### config.mk
export PLATFORM = sky130hd
export DESIGN_NAME = key_debounce
export DESIGN_NICKNAME = d
export VERILOG_FILES = /design/src/rtl/key_debounce.sv
export SDC_FILE = /design/constraint.sdc
export NUM_CORES = 1
export LEC_CHECK = 0
export ABC_AREA = 1
export CAP_MARGIN = 20
export CORE_UTILIZATION = 40
export CTS_BUF_LIST = sky130_fd_sc_hd__clkbuf_16
export CTS_CLUSTER_DIAMETER = 120
export CTS_CLUSTER_SIZE = 12
export DETAILED_ROUTE_END_ITERATION = 8
export PLACE_DENSITY = 0.64
export SETUP_SLACK_MARGIN = 0.3
export SKIP_CTS_REPAIR_TIMING = 1
export SYNTH_ARGS = -nofsm -noshare
export SYNTH_HDL_FRONTEND = slang
export SYNTH_SLANG_ARGS = --single-unit
### constraint.sdc
create_clock -name clk_125M -period 1.8 [get_ports clk_125M]
set_input_delay 0.18 -clock clk_125M [delete_from_list [all_inputs] [get_ports clk_125M]]
set_output_delay 0.18 -clock clk_125M [all_outputs]
set_load 0.02 [all_outputs]
### src/rtl/key_debounce.sv
// key_debounce: synchronises and debounces one raw push-button pin.
// Output: a clean pressed level (key_value) plus a one-cycle change strobe (key_valid).
// Optional feature macro: KEY_LONG_PRESS_EN adds a one-cycle long_press strobe.
// The strobe fires once the key has been held for LONG_PRESS_MS.
module key_debounce #(
    parameter int unsigned CLK_FREQ       = 125_000_000,
    parameter int unsigned DEBOUNCE_MS    = 20,
    parameter bit          KEY_ACTIVE_LOW = 1'b1,
    parameter int unsigned LONG_PRESS_MS  = 1000
) (
    input  logic clk_125M,
    input  logic rst,
    input  logic key_in,
    output logic key_value,
    output logic key_valid
`ifdef KEY_LONG_PRESS_EN
    ,
    output logic long_press
`endif
);

    localparam int unsigned DB_CYCLES = CLK_FREQ / 1000 * DEBOUNCE_MS;
    localparam int unsigned DB_W      = (DB_CYCLES > 1) ? $clog2(DB_CYCLES) : 1;
    localparam logic [DB_W-1:0] DB_LAST = DB_W'(DB_CYCLES - 1);

    // Pin level while the button is released.
    localparam logic PIN_IDLE = KEY_ACTIVE_LOW;

    typedef enum logic [1:0] {
        StReleased,
        StPressChk,
        StPressed,
        StReleaseChk
    } state_e;

    logic            sync1_q, sync2_q;
    logic            n_in;
    state_e          state_q, state_d;
    logic [DB_W-1:0] db_cnt_q, db_cnt_d;
    logic            key_value_q, key_value_d;
    logic            key_valid_q, key_valid_d;

    // Two-flop synchroniser for the asynchronous pin, reset to the idle level.
    always_ff @(posedge clk_125M or posedge rst) begin
        if (rst) begin
            sync1_q <= PIN_IDLE;
            sync2_q <= PIN_IDLE;
        end else begin
            sync1_q <= key_in;
            sync2_q <= sync1_q;
        end
    end

    // Normalise polarity: 1 means pressed regardless of pin wiring.
    assign n_in = sync2_q ^ KEY_ACTIVE_LOW;

    // State, debounce counter and registered outputs.
    always_ff @(posedge clk_125M or posedge rst) begin
        if (rst) begin
            state_q     <= StReleased;
            db_cnt_q    <= '0;
            key_value_q <= 1'b0;
            key_valid_q <= 1'b0;
        end else begin
            state_q     <= state_d;
            db_cnt_q    <= db_cnt_d;
            key_value_q <= key_value_d;
            key_valid_q <= key_valid_d;
        end
    end

    // Next-state logic: a candidate level must persist DB_CYCLES checks to be confirmed.
    always_comb begin
        state_d     = state_q;
        db_cnt_d    = db_cnt_q;
        key_value_d = key_value_q;
        key_valid_d = 1'b0;
        unique case (state_q)
            StReleased: begin
                if (n_in) begin
                    state_d  = StPressChk;
                    db_cnt_d = '0;
                end
            end
            StPressChk: begin
                if (!n_in) begin
                    state_d  = StReleased;
                    db_cnt_d = '0;
                end else if (db_cnt_q == DB_LAST) begin
                    state_d     = StPressed;
                    db_cnt_d    = '0;
                    key_value_d = 1'b1;
                    key_valid_d = 1'b1;
                end else begin
                    db_cnt_d = db_cnt_q + 1'b1;
                end
            end
            StPressed: begin
                if (!n_in) begin
                    state_d  = StReleaseChk;
                    db_cnt_d = '0;
                end
            end
            StReleaseChk: begin
                if (n_in) begin
                    state_d  = StPressed;
                    db_cnt_d = '0;
                end else if (db_cnt_q == DB_LAST) begin
                    state_d     = StReleased;
                    db_cnt_d    = '0;
                    key_value_d = 1'b0;
                    key_valid_d = 1'b1;
                end else begin
                    db_cnt_d = db_cnt_q + 1'b1;
                end
            end
            default: begin
                state_d  = StReleased;
                db_cnt_d = '0;
            end
        endcase
    end

    assign key_value = key_value_q;
    assign key_valid = key_valid_q;

`ifdef KEY_LONG_PRESS_EN
    localparam int unsigned LP_CYCLES = CLK_FREQ / 1000 * LONG_PRESS_MS;
    localparam int unsigned LP_W      = (LP_CYCLES > 1) ? $clog2(LP_CYCLES) : 1;
    localparam logic [LP_W-1:0] LP_LAST = LP_W'(LP_CYCLES - 1);

    logic [LP_W-1:0] long_cnt_q, long_cnt_d;
    logic            long_done_q, long_done_d;
    logic            long_press_q, long_press_d;

    // Hold-time counter registers.
    always_ff @(posedge clk_125M or posedge rst) begin
        if (rst) begin
            long_cnt_q   <= '0;
            long_done_q  <= 1'b0;
            long_press_q <= 1'b0;
        end else begin
            long_cnt_q   <= long_cnt_d;
            long_done_q  <= long_done_d;
            long_press_q <= long_press_d;
        end
    end

    // Count only while staying in StPressed; any entry or exit restarts the hold.
    always_comb begin
        long_cnt_d   = '0;
        long_done_d  = 1'b0;
        long_press_d = 1'b0;
        if (state_q == StPressed && state_d == StPressed) begin
            long_done_d = long_done_q;
            if (long_cnt_q != LP_LAST) begin
                long_cnt_d = long_cnt_q + 1'b1;
            end else begin
                // Counter holds; the done flag limits the strobe to one per hold.
                long_cnt_d = long_cnt_q;
                if (!long_done_q) begin
                    long_press_d = 1'b1;
                    long_done_d  = 1'b1;
                end
            end
        end
    end

    assign long_press = long_press_q;
`else
    // Hold time has no effect without the long-press feature; keep it referenced.
    if (LONG_PRESS_MS != 0) begin : g_long_press_unused
    end
`endif

endmodule

==> results.md <==
- Data arrival, critical path: 1.62 ns
- Ant diodes: 0
- Vias in the first global route: 1452
- Vias per inst: 4.88
- Final Non-Filler Cells: 322
- Levels on crit path: 9
- CP endpoint kind: register
- Cell taking the most area after synthesis: dfrtp_1
- Crit-path most repeated cell: nand2_4
- Max-Cap Viols: 0
- Grt total ovfl: 0
- Synth warnings: 0
- CP cell instances: ha_4 -> nand2_4 -> inv_2 -> nand2_2 -> nor2_1 -> nand3_1 -> nand2_4 -> buf_6 -> o22ai_1
- Skew final: 0.00788 ns
- # rows: 23
- Share of layout cells above drive strength 1: 20.2%
- Share of the synthesized area in the top cell type: 37.3%
- Clock transition at path regs: 0.07 ns
- Number of synthesized flops with an enable pin: 0
- PwrDens: 829 mW/mm2
- Synthesized net count: 259
- Max Clock Freq: 679 MHz
- Detailed-route DRC error count: 0
- Core area: 0.00409 mm2
- Startpoint types: register
- Pin count of the biggest net entering global routing: 29
- Die Span Y: 68.0 um
- Routed via count: 1570
- Max incr delay on CP: 0.42 ns
- Clock Path Buffers: 2
- Worst Setup EP: db_cnt_q[6]
- Setup TNS Final: 0 ns
- Global-route wire length before repair: 6670 um
- Worst setup path category: register to register
- Slowest cell on crit path: dfrtp_1
- Die Wd: 68.0 um
- Worst R2R Start: db_cnt_q[1]
- Clock root buffer: clkbuf_16
- H-tree levels: 1
- Router iterations before antenna repair: 4
- Total die area: 0.00463 mm2
- GRT Util Overall: 19.4%
- Top cells by area, synth: dfrtp_1 (37%), nand2_1 (19%), nor2_1 (6.9%), nand3_1 (6.3%), inv_1 (6.2%)
- Final Hold Vio Count: 0
- Iteration-0 DRC Markers: 64
- Max Slew Vio Count: 0
- GP Congestion: 0.875
- CP required: 1.94 ns
- Syn-to-layout area delta: 20.4%
- Commonest cells post-synth: nand2_1 (90), nor2_1 (32), inv_1 (29)
- Sequential share of the synthesized area: 40.3%
- Initial antenna violation count: 0
- Slew @ Worst Pin: 0.378 ns
- Worst reg2reg path endpoint: db_cnt_q[6]
- Outcome: completed
- Syn Area/Cell: 6.84 um2
- LEAKAGE: 0.929 nW
- RSZ-0062 raised after global routing: true
- Initial Utilization: 42.7%
- Total power draw: 1.74 mW
- CTS buffer count: 3
- VDD IR max: 0.466 mV
- Detailed Route WL: 4090 um
- Setup Viol. Count Final: 0
- Final #Nets: 277
- CTS tree: yes
- I/O Pins: 5
- Max_slew headroom: 74.8%
- Number of distinct library cells after synthesis: 26
- Post-Synthesis Cells: 255
- Synth Flop Type: dfrtp_1
- # clock sinks: 28
- Final HPWL from detailed placement: 2820 um
- Post-route ant nets: 0
- DR WL/cell: 12.7 um
- Hold Crit Class: primary input to async pin
- R2r setup slk: 0.33 ns
- Worst skew pair latency: 0.26 ns
- Placed cell count: 309
- Synth async-reset ratio: 100%
- Reg2Reg Depth: 9
- Final Cycle Share: 81.8%
- CP delay by family, top: simple AND/OR/NAND/NOR gates
- Worst Path Max Fanout: 7
- Top-count cell post-synth: nand2_1
- Buf+Inv Stages, Crit Path: 2
- Worst Setup SP: db_cnt_q[1]
- FF+latch count, synth: 28
- Syn Std Cell Area: 0.00174 mm2
- PortBufs: 4
- Post-layout min period: 1.47 ns
==> worst min-delay path: stages <==
cell             delay [ns]
clkdlybuf4s50_1        0.39
inv_1                  0.05
buf_4                  0.34
==> per-layer routing <==
| metal | track usage [%] | up-vias | wire (um) |
|---|---|---|---|
| li1 | - | 832 | - |
| met1 | 26.9 | 714 | 2050 |
| met2 | 31.0 | 22 | 1880 |
| met3 | 4.00 | 2 | 144 |
| met4 | 4.17 | 0 | 22 |
| met5 | 0 | - | 0 |
==> worst min path at each step <==
stage | start | endpoint | slack (ns) | cells after the start
4_1_cts | rst | db_cnt_q[0] | 0.30 | 3
3_3_place_gp | sync1_q | sync2_q | 0.35 | 0
2_1_floorplan | key_in | sync1_q | 0.18 | 0
5_1_grt | rst | db_cnt_q[1] | 0.34 | 3
3_5_place_dp | sync1_q | sync2_q | 0.35 | 0
6_report | rst | db_cnt_q[1] | 0.29 | 3
==> per-stage QoR <==
step	cell area, um2	utilization, %	hold slack (ns)	setup slack, ns
2_1_floorplan	1740	-	0.184	0.397
3_3_place_gp	1850	45.2	0.346	0.228
5_1_grt	2100	51.4	0.336	0.210
3_5_place_dp	1850	45.2	0.347	0.212
4_1_cts	1920	47.1	0.301	0.192
6_report	2100	51.4	0.285	0.327
==> layout by cell type, fill, tap and decap left out, drive strengths merged, types with 2 or more instances in the layout <==
| master | instances |
|---|---|
| nand2 | 94 |
| nor2 | 39 |
| inv | 33 |
| dfrtp | 26 |
| nand3 | 22 |
| o21ai | 15 |
| buf | 11 |
| xor2 | 6 |
| nand4 | 5 |
| clkdlybuf4s50 | 4 |
| clkbuf | 3 |
| o21bai | 2 |
| o22ai | 2 |
| dfstp | 2 |
| nor3 | 2 |
| a21oi | 2 |
==> cell families after synthesis <==
family	after synthesis	share of synthesized area [%]
fa+ha+maj	1	0.717
xor+xnor	7	3.52
buf+inv	34	7.82
compound gates	21	7.10
flops	28	40.3
simple gates	164	40.5
==> cell type report <==
type                    instances  area [um2]
fillers                       419        1990
multi-input cells             193         972
flip-flops and latches         28         716
repair buffers                 15         151
inverters                      32         120
clock buffers                   3        75.1
well taps                      50        62.6
clock inverters                 1        3.75
==> state kept, by name (all words and copies together) (netlist names), named ones only <==
name	flops
sync2_q	1
key_value	1
key_valid	1
sync1_q	1
state_q	1
db_cnt_q	22
==> report_power, final <==
| group | internal [mW] | switching, mW | total, mW |
|---|---|---|---|
| logic | 0.206 | 0.304 | 0.510 |
| registers | 0.676 | 0.0489 | 0.725 |
| clock network | 0.298 | 0.209 | 0.507 |
(Power assumes the default switching activity.)
